[config.mk]
export PLATFORM = sky130hd
export DESIGN_NAME = instr_sequencer_flat
export DESIGN_NICKNAME = d
export VERILOG_FILES = /design/src/rtl/instr_sequencer_if.sv /design/src/rtl/instr_sequencer.sv /design/src/flat_wrapper.sv
export SDC_FILE = /design/constraint.sdc
export NUM_CORES = 1
export LEC_CHECK = 0
export ABC_AREA = 1
export CAP_MARGIN = 0
export CORE_MARGIN = 3
export CORE_UTILIZATION = 54
export CTS_CLUSTER_SIZE = 25
export DETAILED_ROUTE_END_ITERATION = 7
export PLACE_DENSITY = 0.77
export SYNTH_ARGS = -nofsm -noshare
export SYNTH_HDL_FRONTEND = slang
export SYNTH_SLANG_ARGS = --single-unit
[constraint.sdc]
create_clock -name i_clock -period 3.3 [get_ports i_clock]
set_input_delay 0.495 -clock i_clock [delete_from_list [all_inputs] [get_ports i_clock]]
set_output_delay 0.495 -clock i_clock [all_outputs]
set_load 0.005 [all_outputs]
[src/rtl/instr_sequencer_if.sv]
// Host-side bus of the instruction sequencer: program load, run control and the processor-facing issue port.
interface instr_sequencer_if;
  logic        i_wr_en;
  logic [3:0]  i_wr_addr;
  logic [15:0] i_wr_data;
  logic [4:0]  i_prog_len;
  logic        i_start;
  logic        i_proc_done;
  logic [15:0] o_dout;
  logic        o_run;
  logic        o_busy;
  logic        o_finished;
  logic [3:0]  o_pc;
  logic        o_err;

  modport master (
    output i_wr_en, i_wr_addr, i_wr_data, i_prog_len, i_start, i_proc_done,
    input  o_dout, o_run, o_busy, o_finished, o_pc, o_err
  );

  modport slave (
    input  i_wr_en, i_wr_addr, i_wr_data, i_prog_len, i_start, i_proc_done,
    output o_dout, o_run, o_busy, o_finished, o_pc, o_err
  );
endinterface

[src/rtl/instr_sequencer.sv]
// Feeds a 16-word program to a simple processor one instruction at a time (mv/mvi/add/sub).
// Optional watchdog on the processor handshake: define INSTR_SEQ_TIMEOUT_EN.
module instr_sequencer (
  input logic             i_clock,
  input logic             i_reset,
  instr_sequencer_if.slave bus
);

  typedef enum logic [2:0] {S_IDLE, S_ISSUE, S_IMM, S_WAIT, S_FIN} state_t;

  localparam logic [2:0] OP_MVI = 3'd1;

  state_t      r_state, w_next;
  logic [15:0] r_mem [16];
  logic [3:0]  r_pc, w_pc_next;
  logic [4:0]  r_len, w_len_next;
  logic        r_err, w_err_next;
  logic [15:0] w_word;
  logic [2:0]  w_op;
  logic        w_last;
  logic        w_wdog_hit;

  assign w_word = r_mem[r_pc];
  assign w_op   = w_word[15:13];
  assign w_last = ({1'b0, r_pc} == (r_len - 5'd1));

`ifdef INSTR_SEQ_TIMEOUT_EN
  logic [7:0] r_wdog;

  // Counter is zero on IMM/WAIT entry (ISSUE always precedes them), so the
  // 255th waiting cycle lands in FIN.
  always_ff @(posedge i_clock) begin
    if (i_reset)
      r_wdog <= 8'd0;
    else if (r_state == S_IMM || r_state == S_WAIT)
      r_wdog <= r_wdog + 8'd1;
    else
      r_wdog <= 8'd0;
  end

  assign w_wdog_hit = (r_wdog == 8'd254);
`else
  assign w_wdog_hit = 1'b0;
`endif

  // Program memory is deliberately outside reset so a reset mid-run keeps the program.
  always_ff @(posedge i_clock) begin
    if (bus.i_wr_en && r_state == S_IDLE)
      r_mem[bus.i_wr_addr] <= bus.i_wr_data;
  end

  always_ff @(posedge i_clock) begin
    if (i_reset) begin
      r_state <= S_IDLE;
      r_pc    <= 4'd0;
      r_len   <= 5'd0;
      r_err   <= 1'b0;
    end else begin
      r_state <= w_next;
      r_pc    <= w_pc_next;
      r_len   <= w_len_next;
      r_err   <= w_err_next;
    end
  end

  always_comb begin
    w_next      = r_state;
    w_pc_next   = r_pc;
    w_len_next  = r_len;
    w_err_next  = r_err;
    bus.o_dout  = 16'd0;
    bus.o_run   = 1'b0;
    case (r_state)
      S_IDLE: begin
        if (bus.i_start && bus.i_prog_len != 5'd0) begin
          w_next     = S_ISSUE;
          w_pc_next  = 4'd0;
          w_err_next = 1'b0;
          w_len_next = (bus.i_prog_len > 5'd16) ? 5'd16 : bus.i_prog_len;
        end
      end
      S_ISSUE: begin
        bus.o_dout = w_word;
        if (w_op[2]) begin
          w_err_next = 1'b1;
          w_next     = S_FIN;
        end else if (w_op == OP_MVI && w_last) begin
          // mvi with no room left for its immediate word
          w_err_next = 1'b1;
          w_next     = S_FIN;
        end else if (w_op == OP_MVI) begin
          bus.o_run = 1'b1;
          w_pc_next = r_pc + 4'd1;
          w_next    = S_IMM;
        end else begin
          bus.o_run = 1'b1;
          w_next    = S_WAIT;
        end
      end
      S_IMM, S_WAIT: begin
        bus.o_dout = w_word;
        if (bus.i_proc_done) begin
          if (w_last) begin
            w_next = S_FIN;
          end else begin
            w_pc_next = r_pc + 4'd1;
            w_next    = S_ISSUE;
          end
        end else if (w_wdog_hit) begin
          w_err_next = 1'b1;
          w_next     = S_FIN;
        end
      end
      S_FIN: begin
        w_next = S_IDLE;
      end
      default: begin
        w_next = S_IDLE;
      end
    endcase
  end

  assign bus.o_busy     = (r_state != S_IDLE);
  assign bus.o_finished = (r_state == S_FIN);
  assign bus.o_pc       = r_pc;
  assign bus.o_err      = r_err;

endmodule

[src/flat_wrapper.sv]
// flat-port wrapper written by rule: the top's interface ports become plain ports
module instr_sequencer_flat 
  (i_clock, i_reset, bus_i_wr_en, bus_i_wr_addr, bus_i_wr_data, bus_i_prog_len, bus_i_start, bus_i_proc_done, bus_o_dout, bus_o_run, bus_o_busy, bus_o_finished, bus_o_pc, bus_o_err);
  instr_sequencer_if bus_i ();
  input logic i_clock;
  input logic i_reset;
  input wire logic [$bits(bus_i.i_wr_en)-1:0] bus_i_wr_en;
  input wire logic [$bits(bus_i.i_wr_addr)-1:0] bus_i_wr_addr;
  input wire logic [$bits(bus_i.i_wr_data)-1:0] bus_i_wr_data;
  input wire logic [$bits(bus_i.i_prog_len)-1:0] bus_i_prog_len;
  input wire logic [$bits(bus_i.i_start)-1:0] bus_i_start;
  input wire logic [$bits(bus_i.i_proc_done)-1:0] bus_i_proc_done;
  output wire logic [$bits(bus_i.o_dout)-1:0] bus_o_dout;
  output wire logic [$bits(bus_i.o_run)-1:0] bus_o_run;
  output wire logic [$bits(bus_i.o_busy)-1:0] bus_o_busy;
  output wire logic [$bits(bus_i.o_finished)-1:0] bus_o_finished;
  output wire logic [$bits(bus_i.o_pc)-1:0] bus_o_pc;
  output wire logic [$bits(bus_i.o_err)-1:0] bus_o_err;
  assign bus_i.i_wr_en = bus_i_wr_en;
  assign bus_i.i_wr_addr = bus_i_wr_addr;
  assign bus_i.i_wr_data = bus_i_wr_data;
  assign bus_i.i_prog_len = bus_i_prog_len;
  assign bus_i.i_start = bus_i_start;
  assign bus_i.i_proc_done = bus_i_proc_done;
  assign bus_o_dout = bus_i.o_dout;
  assign bus_o_run = bus_i.o_run;
  assign bus_o_busy = bus_i.o_busy;
  assign bus_o_finished = bus_i.o_finished;
  assign bus_o_pc = bus_i.o_pc;
  assign bus_o_err = bus_i.o_err;
  instr_sequencer u_core (.i_clock(i_clock), .i_reset(i_reset), .bus(bus_i));
endmodule
==> impl_metrics.env <==
export IMPL_required_ps=2800
export IMPL_maxCapViolations=0
export IMPL_clkTransAtPathRegs_ps=60
export IMPL_die_area_sq_um=22300
export IMPL_ir_drop_mv=0.514
export IMPL_area_growth_pct=16.8
export IMPL_max_freq_ghz=0.312
export IMPL_fin_crit_sh=0.971
export IMPL_h_tree_depth=1
export IMPL_crit_chain="clkbuf_8 > o21ai_0 > o221ai_1 > nand3_1 > a21oi_1 > clkdlybuf4s50_1"
export IMPL_timing_reg2reg_setup_slack_ps=720
export IMPL_ioPinCount=54
export IMPL_holdCritPathClass="flop to flop"
export IMPL_ys_seq_elements=273
export IMPL_io_buffers=53
export IMPL_worstSetupEndpointType="primary output"
export IMPL_critPathLaunchType="flop"
export IMPL_hold_depth=2
export IMPL_grt_max_degree=98
export IMPL_ys_seq_area_frac=0.725
export IMPL_yosysWarningCount=0
export IMPL_cp_data_arrival_time_ps=2710
export IMPL_wire_per_inst_um=20.8
export IMPL_hpwlAfterDp_um=15000
export IMPL_drt_iter0_markers=885
export IMPL_cts_tree="yes"
export IMPL_r2r_start="u_core.r_state[1]"
export IMPL_p_per_area_nw_per_um2=738
export IMPL_period_needed_ps=3200
export IMPL_start_util=0.560
export IMPL_crit_fanout=62
export IMPL_via_count=7482
export IMPL_rows=51
export IMPL_core_area_sq_um=19800
export IMPL_power_total_mw=9.55
export IMPL_via_per_inst=5.97
export IMPL_n_antenna_cell=0
export IMPL_yosysUniqueCellTypes=31
export IMPL_clock_skew_ps=12.2
export IMPL_ant_nets=0
export IMPL_cp_slowest_cell="clkdlybuf4s50_1"
export IMPL_dp_cells=1206
export IMPL_r2r_end="u_core.r_mem[1][13]"
export IMPL_nNetsFinal=1002
export IMPL_antenna_found_initial=0
export IMPL_clk_latency_ps=540
export IMPL_finalHoldViolCount=0
export IMPL_rsz0062_at_grt="yes"
export IMPL_cts_root_buf="clkbuf_16"
export IMPL_cp_top_family="buffers and inverters"
export IMPL_syn_inst=910
export IMPL_cp_num_buf_inv=2
export IMPL_clockBufferDepth=3
export IMPL_dr_pass1_iters=5
export IMPL_min_from="u_core.bus.o_err"
export IMPL_max_stage_delay_ps=560
export IMPL_finalNonFillerCells=1254
export IMPL_mostFrequentLayoutCell="edfxtp_1"
export IMPL_grt_overflow=0
export IMPL_worst_pin_slew_ps=688
export IMPL_cts_inserted_buffers=25
export IMPL_drive_gt1_frac=0.0971
export IMPL_final_cell_mix="edfxtp_1, nor2_1, o21ai_0"
export IMPL_drc_errors=0
export IMPL_hold_end="u_core.bus.o_err"
export IMPL_track_usage=0.235
export IMPL_die_x_um=149
export IMPL_leakagePower_nw=4.47
export IMPL_syn_avg_cell_area_sq_um=12.2
export IMPL_relSlewSlack=0.541
export IMPL_maxSlewViolCount=0
export IMPL_routabilityCongestion=0.877
export IMPL_cts_sinks=273
export IMPL_finalSetupViolations=0
export IMPL_totalWireLength_um=26100
export IMPL_reg2regPathDepth=8
export IMPL_crit_type="flop to primary output"
export IMPL_netlist_area_sq_um=11100
export IMPL_outcome="finished clean"
export IMPL_die_height_um=149
export IMPL_fillCellCount=1384
export IMPL_cts_hold_buf=0
export IMPL_grt_pass1_vias=7160
export IMPL_grt_pass1_wl_um=40100
export IMPL_syn_num_nets=942
worst max-delay path by stage:
stage,start,end,depth (start not counted)
after floorplan,u_core.r_state[1],u_core.r_mem[0][0],7
after global placement,flop,bus_o_run,10
after detailed placement,flop,bus_o_run,10
after CTS,flop,bus_o_dout[10],7
after global routing,flop,bus_o_run,12
final,flop,bus_o_dout[0],6
cells in the mapped netlist:
master    instances  share of area
o22ai_1          14         0.0079
nand3_2           1        0.00090
ha_1              2         0.0023
nand2_4           1         0.0010
inv_1            56          0.019
nor2_1          153          0.052
nand4_1           1        0.00057
a21boi_1          1        0.00068
clkbuf_1         34          0.012
clkinv_1          1        0.00034
buf_4             4         0.0027
buf_6             4         0.0041
nor3_1            2        0.00090
nand3_1          56          0.025
edfxtp_1        256           0.69
a22oi_1           1        0.00068
inv_2             1        0.00034
o31ai_1           1        0.00068
a21oi_1          23          0.010
a21oi_2           1        0.00079
xor2_1            3         0.0024
o211ai_1         16          0.011
o221ai_1         38          0.030
nor4_1            1        0.00057
xnor2_1           1        0.00079
o21ai_0         109          0.049
a211oi_1          1        0.00068
o21ai_1           1        0.00045
buf_2            11         0.0050
dfxtp_1          17          0.031
nand2_1          99          0.034
stage by stage:
step                utilization  cell area [sq um]  hold WS (ps)  setup slack, ps  setup TNS, ps
floorplan                     -              11100           451             1100              0
global placement          0.607              12000           472              524              0
detailed placement        0.607              12000           480              537              0
CTS                       0.652              12900           499             31.4              0
global route              0.654              12900           528            -15.9          -35.3
finish                    0.654              12900           498             96.2              0
registers in the layout, summed over array words and instances (netlist names), named ones only:
register / count
u_core.r_state: 3
u_core.r_mem: 256
u_core.bus.o_pc: 4
u_core.bus.o_err: 1
u_core.r_len: 5
timing repair:
| item | 4_1_cts | 5_1_grt |
|---|---|---|
| pin swaps | 0 | 0 |
| setup endpoints to repair | 6 | 9 |
| buffers inserted | 0 | 2 |
| resized for setup | 2 | 10 |
worst min-delay path, stage by stage, from the launching register on:
cell and delay (ps):
dfxtp_1 320, nand2_1 90, a21oi_2 50
logic make-up after synthesis:
logic type,after synthesis,share of synthesized area
adders and majority gates,2,0.00226
DFF,273,0.725
AOI/OAI and AO/OA,206,0.112
xor gates and xnor gates,4,0.00316
buffers and inverters,111,0.0429
and+or+nand+nor,314,0.115
final cells by class:
class                           count  area, sq um  share of cell area
Timing Repair Buffer               86          853              0.0659
Multi-Input combinational cell    526         2620               0.202
Inverter                           58          234              0.0181
Clock buffer                       34          699              0.0540
Sequential cell                   273         8030               0.621
Tap cell                          265          332              0.0256
Clock inverter                     12          174              0.0134
metal layers:
layer	share of wire	GRT usage	wire length, um
met2	0.48	0.374	12600
met4	0.029	0.0824	746
met3	0.092	0.0398	2410
met1	0.40	0.332	10400
met5	0	0	0
report_power, final:
group	internal [mW]	leakage (nW)	total (mW)	switching, mW
registers	3.93	2.45	4.01	0.0812
logic	0.915	1.59	2.52	1.60
clock network	1.81	0.426	3.02	1.22
(Power assumes the default switching activity.)
==> variant (same flow settings) <==
`r_pc` no longer has a reset.
--- a/src/rtl/instr_sequencer.sv
+++ b/src/rtl/instr_sequencer.sv
@@ -54,3 +54,2 @@
       r_state <= S_IDLE;
-      r_pc    <= 4'd0;
       r_len   <= 5'd0;
@@ -59,3 +58,2 @@
       r_state <= w_next;
-      r_pc    <= w_pc_next;
       r_len   <= w_len_next;
@@ -63,2 +61,6 @@
     end
+  end
+
+  always_ff @(posedge i_clock) begin
+    r_pc <= w_pc_next;
   end
Check against the original RTL: differs if i_reset is asserted again (counterexample within 4 cycles, from zero or initial values and one cycle with i_reset high); with i_reset held inactive, the same outputs for 4 cycles.
==> variant against the original RTL <==
- sequential cell count stayed put
- design area is 1.3% higher
- largest cell class unchanged
- worst setup slack worse by 0.082 ns
- non-clock buffer count is 8 higher
- power is 7.8% higher
- area after synthesis is 0.36% higher
- wire length is 6.9% higher
- combinational power is 23% higher
- core utilization is 0.61 points higher
- largest power group unchanged
- first-iteration DRC count is 19% higher
- global-route usage is 0.97 points higher
==> variant: results (changes against the original RTL) <==
clk slew on worst S/H paths 0.06 ns (about the same); initial antenna violation count 0 (unchanged); gr usage total 0.2444 (+0.009708); Worst Skew 0.01464 ns (+0.002408 ns); Slowest Stage Delay on Critical Path 0.57 ns; top post-synthesis cells by area edfxtp_1 70%, nor2_1 5.1%, o21ai_0 4.3%; hold_sp u_core.bus.o_err; dpl cell area 12,130 µm² (+0.97%); layout cells sized above 1 0.1245 (+0.02742); # nets final 991 (-1.1%); layout filler cell count 1,345 (-2.8%); Hold Path End u_core.bus.o_err; crit path max fanout 38 (-39%); top cells by count, synth 260 x edfxtp_1, 150 x nor2_1, 95 x o21ai_0; MaxCap Viol Count 0 (unchanged); max FFs per register 256 (unchanged); routability cong. 0.8136 (-7.2%); Seq/Total Area, Yosys 0.7256 (+0.0009916); yosys warns 0 (unchanged); Hold Path Cell Cnt 2 (unchanged); first-pass GRT wire length 41,660 µm (+3.9%); worst hold-check path type register to register; Slew @ Worst Pin 0.6268 ns (-0.06074 ns); clk buf depth 3 (unchanged); reg2reg setup slack 0.78 ns (+0.06 ns); Top delay family on crit path buffers and inverters; status finished, final reports clean; First-pass DRT Iterations 5 (unchanged); clk root buf clkbuf_16; EDFF count, synth 260 (+1.6%); DP HPWL 16,090 µm (+7.5%); Vias/cell 6.069 (+1.7%); asr flop ratio synth 0 (unchanged); Syn Nets 923 (-2.0%); Worst VDD drop 487.9 µV (-5.0%); Starting DRT DRC Count 1,049 (+19%); Post-Route WL 27,870 µm (+6.9%); vias in the first global route 7,117 (-0.60%); pin count of the biggest net entering global routing 78 (-20%); Unique masters post-synth 33 (+6.5%); worst r2r dst u_core.r_mem[3][10]; Worst EP arrival 2.79 ns (+0.08 ns); total CTS buffers 27 (+8.0%); LEAKAGE 0.004489 µW (+0.46%)
[variant: cell count changes in the layout (fill, tap and decap cells not counted), sizes merged, moves of 2 or more]
cell,before,now
o211ai,16,22
edfxtp,256,260
a21oi,24,22
clkinv,7,10
nand3,57,47
xnor2,1,4
clkinvlp,2,0
buf,32,40
inv,57,50
o221ai,38,33
nand2,100,93
dfxtp,17,13
o22ai,14,19
[variant: how the worst max path moves through the flow]
stage / to / depth (start not counted) / slack, ns / startpoint
floorplan: u_core.r_mem[0][0] / 7 / 1.18 / u_core.r_state[1]
global placement: bus_o_dout[1] / 6 / 0.61 / register
detailed placement: bus_o_dout[8] / 6 / 0.55 / register
CTS: bus_o_dout[5] / 6 / 0.03 / register
global route: bus_o_dout[5] / 6 / -0.07 / register
finish: bus_o_dout[5] / 6 / 0.01 / register
[variant: cell families after synthesis]
| kind of cell | Yosys count | synth area share |
|---|---|---|
| xor gates and xnor gates | 6 | 0.004727 |
| and+or+nand+nor | 297 | 0.1109 |
| AOI/OAI and AO/OA | 209 | 0.1128 |
| adders and majority gates | 2 | 0.002250 |
| DFF | 273 | 0.7256 |
| buffers and inverters | 104 | 0.04378 |
[variant: where the power goes]
| part | internal (µW) | total [µW] | switching [µW] |
|---|---|---|---|
| Clock | 1880 | 3120 | 1240 |
| Combinational | 1130 | 3100 | 1970 |
| Sequential | 3970 | 4080 | 117 |
[variant: layout make-up]
class	instances	share of cell area
sequential	273	0.6160
clock inverter	15	0.01327
multi-input combinational	514	0.2002
timing repair buffer	94	0.07466
clock buffer	35	0.05614
inverter	49	0.01442
tap	265	0.02530
[variant: through the flow]
stage	hold WS, ns	setup slack, ns	util	instances
2_1_floorplan	0.4451	1.178	-	891
5_1_grt	0.4817	-0.07267	0.6604	1245
6_report	0.4723	0.01449	0.6604	1245
4_1_cts	0.4687	0.02795	0.6577	1244
3_3_place_gp	0.4564	0.6078	0.6111	1194
3_5_place_dp	0.4514	0.5549	0.6111	1194
[variant: metal layers]
layer / GRT usage / vias to the layer above / part of all wire
met5: 0 / - / 0
met4: 0.08558 / 0 / 0.029
met3: 0.03876 / 61 / 0.088
met2: 0.4007 / 429 / 0.49
met1: 0.3374 / 3688 / 0.39
li1: - / 3378 / -
[variant: timing repair]
item | in CTS | in global routing
gates resized for setup | 3 | 5
endpoints found under the setup margin | 2 | 10
pin swaps | 0 | 3
gates cloned | 0 | 1
hold buffers | 0 | 0
[variant: worst register-to-register path, delay by kind of cell (launching register included)]
family	cells	cell delay [ns]
and+or+nand+nor	5	1.31
buffers and inverters	3	0.55
DFF	1	0.34
